**config.mk**
```make
export PLATFORM = sky130hd
export DESIGN_NAME = tdc_ctrl_flat
export DESIGN_NICKNAME = d
export VERILOG_FILES = /design/src/rtl/tdc_ctrl_if.sv /design/src/rtl/tdc_ctrl.sv /design/src/flat_wrapper.sv
export SDC_FILE = /design/constraint.sdc
export NUM_CORES = 1
export LEC_CHECK = 0
export ABC_AREA = 1
export CAP_MARGIN = 20
export CORE_UTILIZATION = 52
export CTS_CLUSTER_SIZE = 40
export DETAILED_ROUTE_END_ITERATION = 10
export GPL_TIMING_DRIVEN = 0
export PLACE_DENSITY = 0.85
export REMOVE_ABC_BUFFERS = 1
export SKIP_CTS_REPAIR_TIMING = 1
export SYNTH_ARGS = -nofsm -noshare
export SYNTH_HDL_FRONTEND = slang
export SYNTH_SLANG_ARGS = --single-unit
```
**constraint.sdc**
```tcl
create_clock -name clk -period 5.5 [get_ports clk]
set_input_delay 1.375 -clock clk [delete_from_list [all_inputs] [get_ports clk]]
set_output_delay 1.375 -clock clk [all_outputs]
set_load 0.05 [all_outputs]
```
**src/rtl/tdc_ctrl_if.sv**
```systemverilog
// Host / delay-line signal bundle for the TDC measurement controller.
// master = host and delay-line side, slave = tdc_ctrl.
interface tdc_ctrl_if #(
    parameter int unsigned N_DELAY  = 32,
    parameter int unsigned PW_W     = 8,
    parameter int unsigned AVG_LOG2 = 2,
    parameter int unsigned CNT_W    = 6
);
    logic                         meas_req;
    logic [PW_W-1:0]              pulse_cycles;
    logic [PW_W-1:0]              settle_cycles;
    logic                         busy;
    logic                         tdc_start;
    logic [N_DELAY-1:0]           time_count;
    logic [CNT_W+AVG_LOG2-1:0]    meas_sum;
    logic                         meas_valid;
    logic                         ovf;
    logic                         unf;
    logic                         bubble_err;

    modport master (
        output meas_req, pulse_cycles, settle_cycles, time_count,
        input  busy, tdc_start, meas_sum, meas_valid, ovf, unf, bubble_err
    );

    modport slave (
        input  meas_req, pulse_cycles, settle_cycles, time_count,
        output busy, tdc_start, meas_sum, meas_valid, ovf, unf, bubble_err
    );
endinterface

```
**src/rtl/tdc_ctrl.sv**
```systemverilog
// TDC measurement controller: fires start pulses into the delay line, samples and
// popcount-decodes the thermometer code, and sums 2^AVG_LOG2 shots. Optional macro:
// TDC_THERMO_CHECK_EN enables the non-monotonic code (bubble) detector.
module tdc_ctrl #(
    parameter int unsigned N_DELAY  = 32,
    parameter int unsigned PW_W     = 8,
    parameter int unsigned AVG_LOG2 = 2,
    parameter int unsigned CNT_W    = 6
) (
    input  logic       clk,
    input  logic       rst_n,
    tdc_ctrl_if.slave  io_tdc
);
    localparam int unsigned SUM_W  = CNT_W + AVG_LOG2;
    localparam int unsigned CW     = PW_W + 1;
    localparam int unsigned SHOT_W = AVG_LOG2 + 1;
    localparam int unsigned SHOTS  = 1 << AVG_LOG2;

    typedef enum logic [2:0] {
        S_IDLE, S_PULSE, S_SETTLE, S_SAMPLE, S_RECOVER, S_DONE
    } state_t;

    state_t             r_state;
    logic [PW_W-1:0]    r_pw;
    logic [PW_W-1:0]    r_st;
    logic [CW-1:0]      r_cnt;
    logic [SHOT_W-1:0]  r_shot;
    logic [N_DELAY-1:0] r_code;
    logic               r_code_vld;
    logic [SUM_W-1:0]   r_acc;
    logic [SUM_W-1:0]   r_sum;
    logic               r_busy;
    logic               r_start;
    logic               r_valid;
    logic               r_ovf;
    logic               r_unf;

    logic [PW_W-1:0]    w_pw_in;
    logic [PW_W-1:0]    w_st_in;
    logic [CNT_W-1:0]   w_pop;
    logic               w_accept;

    // Zero widths behave as one cycle.
    assign w_pw_in  = (io_tdc.pulse_cycles  == '0) ? PW_W'(1) : io_tdc.pulse_cycles;
    assign w_st_in  = (io_tdc.settle_cycles == '0) ? PW_W'(1) : io_tdc.settle_cycles;
    assign w_accept = (r_state == S_IDLE) && io_tdc.meas_req;

    // Popcount of the sampled code; tolerant of bubbles in the thermometer.
    always_comb begin
        w_pop = '0;
        for (int i = 0; i < int'(N_DELAY); i++) begin
            w_pop = w_pop + CNT_W'(r_code[i]);
        end
    end

    always_ff @(posedge clk or negedge rst_n) begin
        if (!rst_n) begin
            r_state    <= S_IDLE;
            r_pw       <= '0;
            r_st       <= '0;
            r_cnt      <= '0;
            r_shot     <= '0;
            r_code     <= '0;
            r_code_vld <= 1'b0;
            r_acc      <= '0;
            r_sum      <= '0;
            r_busy     <= 1'b0;
            r_start    <= 1'b0;
            r_valid    <= 1'b0;
            r_ovf      <= 1'b0;
            r_unf      <= 1'b0;
        end else begin
            r_valid    <= 1'b0;
            r_code_vld <= 1'b0;

            // Decode stage: one cycle after SAMPLE, always inside RECOVER.
            if (r_code_vld) begin
                r_acc <= r_acc + SUM_W'(w_pop);
                if (w_pop == '0)                r_unf <= 1'b1;
                if (w_pop == CNT_W'(N_DELAY))   r_ovf <= 1'b1;
            end

            case (r_state)
                S_IDLE: begin
                    if (io_tdc.meas_req) begin
                        r_state <= S_PULSE;
                        r_busy  <= 1'b1;
                        r_start <= 1'b1;
                        r_pw    <= w_pw_in;
                        r_st    <= w_st_in;
                        r_cnt   <= CW'(w_pw_in) - CW'(1);
                        r_shot  <= '0;
                        r_acc   <= '0;
                        r_ovf   <= 1'b0;
                        r_unf   <= 1'b0;
                    end
                end
                S_PULSE: begin
                    if (r_cnt == '0) begin
                        r_state <= S_SETTLE;
                        r_start <= 1'b0;
                        r_cnt   <= CW'(r_st) - CW'(1);
                    end else begin
                        r_cnt <= r_cnt - CW'(1);
                    end
                end
                S_SETTLE: begin
                    if (r_cnt == '0) begin
                        r_state <= S_SAMPLE;
                    end else begin
                        r_cnt <= r_cnt - CW'(1);
                    end
                end
                S_SAMPLE: begin
                    r_code     <= io_tdc.time_count;
                    r_code_vld <= 1'b1;
                    r_shot     <= r_shot + SHOT_W'(1);
                    r_state    <= S_RECOVER;
                    r_cnt      <= CW'(r_pw) + CW'(r_st) - CW'(1);
                end
                S_RECOVER: begin
                    if (r_cnt == '0) begin
                        if (r_shot < SHOT_W'(SHOTS)) begin
                            r_state <= S_PULSE;
                            r_start <= 1'b1;
                            r_cnt   <= CW'(r_pw) - CW'(1);
                        end else begin
                            r_state <= S_DONE;
                        end
                    end else begin
                        r_cnt <= r_cnt - CW'(1);
                    end
                end
                S_DONE: begin
                    r_sum   <= r_acc;
                    r_valid <= 1'b1;
                    r_busy  <= 1'b0;
                    r_state <= S_IDLE;
                end
                default: r_state <= S_IDLE;
            endcase
        end
    end

`ifdef TDC_THERMO_CHECK_EN
    logic r_bubble;
    logic w_bubble;

    // A 1 directly above a 0 anywhere means the code is not 0..01..1.
    assign w_bubble = |(r_code[N_DELAY-1:1] & ~r_code[N_DELAY-2:0]);

    always_ff @(posedge clk or negedge rst_n) begin
        if (!rst_n) begin
            r_bubble <= 1'b0;
        end else if (w_accept) begin
            r_bubble <= 1'b0;
        end else if (r_code_vld && w_bubble) begin
            r_bubble <= 1'b1;
        end
    end

    assign io_tdc.bubble_err = r_bubble;
`else
    logic w_unused_accept;
    assign w_unused_accept   = w_accept;
    assign io_tdc.bubble_err = 1'b0;
`endif

    assign io_tdc.busy       = r_busy;
    assign io_tdc.tdc_start  = r_start;
    assign io_tdc.meas_sum   = r_sum;
    assign io_tdc.meas_valid = r_valid;
    assign io_tdc.ovf        = r_ovf;
    assign io_tdc.unf        = r_unf;
endmodule

```
**src/flat_wrapper.sv**
```systemverilog
// flat-port wrapper written by rule: the top's interface ports become plain ports
module tdc_ctrl_flat 
#(
    parameter int unsigned N_DELAY  = 32,
    parameter int unsigned PW_W     = 8,
    parameter int unsigned AVG_LOG2 = 2,
    parameter int unsigned CNT_W    = 6
)
  (clk, rst_n, io_tdc_meas_req, io_tdc_pulse_cycles, io_tdc_settle_cycles, io_tdc_time_count, io_tdc_busy, io_tdc_tdc_start, io_tdc_meas_sum, io_tdc_meas_valid, io_tdc_ovf, io_tdc_unf, io_tdc_bubble_err);
  tdc_ctrl_if #(.N_DELAY(N_DELAY), .PW_W(PW_W), .AVG_LOG2(AVG_LOG2), .CNT_W(CNT_W)) io_tdc_i ();
  input  logic clk;
  input  logic rst_n;
  input wire logic [$bits(io_tdc_i.meas_req)-1:0] io_tdc_meas_req;
  input wire logic [$bits(io_tdc_i.pulse_cycles)-1:0] io_tdc_pulse_cycles;
  input wire logic [$bits(io_tdc_i.settle_cycles)-1:0] io_tdc_settle_cycles;
  input wire logic [$bits(io_tdc_i.time_count)-1:0] io_tdc_time_count;
  output wire logic [$bits(io_tdc_i.busy)-1:0] io_tdc_busy;
  output wire logic [$bits(io_tdc_i.tdc_start)-1:0] io_tdc_tdc_start;
  output wire logic [$bits(io_tdc_i.meas_sum)-1:0] io_tdc_meas_sum;
  output wire logic [$bits(io_tdc_i.meas_valid)-1:0] io_tdc_meas_valid;
  output wire logic [$bits(io_tdc_i.ovf)-1:0] io_tdc_ovf;
  output wire logic [$bits(io_tdc_i.unf)-1:0] io_tdc_unf;
  output wire logic [$bits(io_tdc_i.bubble_err)-1:0] io_tdc_bubble_err;
  assign io_tdc_i.meas_req = io_tdc_meas_req;
  assign io_tdc_i.pulse_cycles = io_tdc_pulse_cycles;
  assign io_tdc_i.settle_cycles = io_tdc_settle_cycles;
  assign io_tdc_i.time_count = io_tdc_time_count;
  assign io_tdc_busy = io_tdc_i.busy;
  assign io_tdc_tdc_start = io_tdc_i.tdc_start;
  assign io_tdc_meas_sum = io_tdc_i.meas_sum;
  assign io_tdc_meas_valid = io_tdc_i.meas_valid;
  assign io_tdc_ovf = io_tdc_i.ovf;
  assign io_tdc_unf = io_tdc_i.unf;
  assign io_tdc_bubble_err = io_tdc_i.bubble_err;
  tdc_ctrl #(.N_DELAY(N_DELAY), .PW_W(PW_W), .AVG_LOG2(AVG_LOG2), .CNT_W(CNT_W)) u_core (.clk(clk), .rst_n(rst_n), .io_tdc(io_tdc_i));
endmodule
```
==> results.md, run 1 <==
- Multi-input combinational cell area: 0.00321 mm^2
- HPWL Detailed: around 9600 um
- Vias: 5072
- Final worst slack: -0.380 ns
- Largest net degree at the start of global routing: 57
- Die Width: between 100 and 150 um
- Flop2flop setup slack: -0.38 ns
- Root Driver: clkbuf_8
- Total core area: 0.0109 mm^2
- Status: complete, but fails checks
- Htree depth: 3
- Final Util: ~64%
- Die area: 0.0117 mm^2
- Worst slew margin: between 40% and 50%
- Buf/Inv on CP: 2
- Share of cells above drive strength 1: 7.79%
- Final Max Tran Viols: 0
- Storage cell area: 0.00213 mm^2
- Top post-synthesis cells by area: dfrtp_1 36%, nand2_1 13%, inv_1 9.2%
- Total grt overflow: 0
- Crit Path Class: reg -> reg
- Delay-heaviest family, CP: adder cells
- Final period util: 107%
- Initial antenna violation count: 0
- Yosys reg bits: 85
- DRC: 0
- Final worst path period need: ~6 ns
- Num CTS Buffers: 9
- Bufs on Longest Clock Path: 2
- Register area share after synthesis: a little over a third
- Top cell by count, worst path: fa_1
- MaxCap Viol Count: 0
- Final antenna diode count: 0
- Worst-path clk slew: ~0.090 ns
- Skew final: around 0.013 ns
- # setup viols final: 6
- Fmax: approximately 0.17 GHz
- DR iter-0 viols: ~320
- Crit. End Element: flip-flop
- IO Count: 65
- Cell variety after synth: 37
- Final wirelength: ~13000 um
- Mapped cell area: ~0.0059 mm^2
- Starting Density: roughly 54%
- Crit path DAT: around 6 ns
- CP max-delay cell: fa_1
- DR WL/cell: around 14 um
- Port Buffers: 63
- Violated checks: negative setup slack
- Layout filler cell count: 892
- First-pass GRT wire length: 22500 um
- Pre-Repair DR Iteration Count: 5
- Worst hold margin: 0.482 ns
- Net count, final: between 900 and 1000
- Layout area overhead: 19.3%
- Yosys top cell area share: between 30 and 40%
- Slowest cell delay on critical path: 0.54 ns
- Final GP Congestion: slightly below 0.9
- RSZ-0062 raised after global routing: yes
- Biggest area consumer among synthesized cells: dfrtp_1
- Clk Latency, worst-skew pair: approximately 0.36 ns
- Vias in the first global route: between 4000 and 5000
- CP Cell Sequence: ha_1, inv_2, fa_1, fa_1, fa_1, fa_1, fa_1, fa_1, fa_2, fa_2, o21ai_2, xor2_2, ha_4, a21oi_2, o21bai_1, buf_4, a21oi_1, nor2_1
- Slew at the pin with the worst max-slew slack: 0.782 ns
- Critical Path Source Type: flip-flop
- FP Rows: 38
- Die H: ~110 um
- CTS tree: yes
- Worst hold path class: reg -> reg
- # clock sinks: 85
- Synth warn: 0
- Hold Violations, Final: 0
- Avg Inst Size Synth: between 7 and 8 um^2
- Post-Synthesis Cells: about 770
- Antenna Violating Nets Remaining: 0
- Tot GR Track Use: 24.5%
- DR vias/cell: ~5.2
- WP data required: ~5.8 ns
- CP max FO: 4
stage by stage:
stage,area [um^2],TNS [ns],setup WS [ns],instances
floorplan,5750,-0.410,-0.182,748
global placement,6560,-1.75,-0.475,951
detailed placement,6620,-2.40,-0.605,953
CTS,6800,-2.56,-0.631,969
global route,6980,-2.98,-0.616,974
finish,6980,-1.47,-0.380,974
layout by cell type, fill, tap and decap left out, drive strengths merged, types with 2 or more instances in the layout:
master / Yosys / final
fa: 26 / 26
buf: 12 / 8
inv: 146 / 149
clkdlybuf4s50: 0 / 62
nor2: 57 / 57
a21oi: 29 / 29
o21ai: 70 / 70
a211oi: 2 / 2
ha: 34 / 34
dfrtp: 85 / 85
nand4: 13 / 13
nor3: 7 / 7
nand3: 40 / 40
o22ai: 4 / 4
o211ai: 5 / 5
clkbuf: 6 / 13
xor2: 10 / 10
nand2: 204 / 204
or2: 4 / 4
xnor2: 5 / 5
cell usage after synthesis:
master      n
a211oi_1    2
a21oi_1    27
a21oi_2     2
a31oi_1     1
buf_2       7
buf_4       3
buf_6       2
clkbuf_1    6
conb_1      1
dfrtp_1    85
fa_1       26
ha_1       34
inv_1     144
inv_2       2
nand2_1   199
nand2_2     5
nand3_1    39
nand3_2     1
nand3b_1    1
nand4_1    13
nor2_1     54
nor2_2      3
nor3_1      5
nor3_2      1
nor3_4      1
nor3b_2     1
nor4_1      1
o211ai_1    5
o21a_1      1
o21ai_0    67
o21ai_1     2
o21ai_2     1
o21bai_1    1
o22ai_1     4
or2_2       4
xnor2_1     5
xor2_1     10
sequential cells by signal (all words and copies together), names as in the netlist, 3 cells and up:
signal,count
u_core.r_code,32
u_core.r_cnt,9
u_core.io_tdc.meas_sum,8
u_core.r_acc,8
u_core.r_pw,8
u_core.r_st,8
u_core.r_shot,3
u_core.r_state,3
logic make-up after synthesis:
kind of cell             Yosys count  synth area share [%]
AO/OA/AOI/OAI                    113                  10.3
XOR/XNOR                          15                  2.24
adder cells (fa/ha/maj)           60                  16.2
buffers and inverters            164                  11.1
flip-flops                        85                  36.3
other                              1                0.0641
AND/OR/NAND/NOR                  328                  23.7
per-layer routing:
layer	GRT usage (%)	vias to the layer above	share of wire, %
li1	-	2513	-
met1	33.3	2364	45
met2	39.7	168	48
met3	3.44	27	5.2
met4	9.59	0	2.4
met5	0	-	0
final timing paths:
kind | endpoint | start | depth (start not counted)
worst max-delay path | u_core.r_acc[6] | u_core.r_code[1] | 18
worst min-delay path | u_core.io_tdc.meas_sum[6] | u_core.io_tdc.meas_sum[6] | 2
worst max register to register | u_core.r_acc[6] | u_core.r_code[1] | 18
worst min register to register | u_core.io_tdc.meas_sum[6] | u_core.io_tdc.meas_sum[6] | 2
max in group asynchronous | u_core.r_cnt[3] | rst_n | 2
min in group asynchronous | u_core.r_code[10] | rst_n | 1
worst min-delay path, stage by stage, from the launching register on:
cell and delay (ns):
dfrtp_1 0.35, nand2_1 0.05, nand2_1 0.05
cell type report:
type | instances | area share (%)
Multi-Input combinational cell | 517 | 45.9
Sequential cell | 85 | 30.5
Timing Repair Buffer | 70 | 10.6
Inverter | 146 | 7.85
Tap cell | 140 | 2.51
Clock buffer | 13 | 2.28
Clock inverter | 3 | 0.376
Power of run 1 is left out: the tool's default activity adds up to more than one toggle a clock period on the data nets, which glitch-free logic cannot reach.
==> run 2, diff against run 1 <==
Settings changed: HOLD_SLACK_MARGIN from default to 0.05.
==> results of run 2 <==
The final DEF is identical to that of run 1; final timing and power are the same.
Power of run 2 is left out for the same reason.
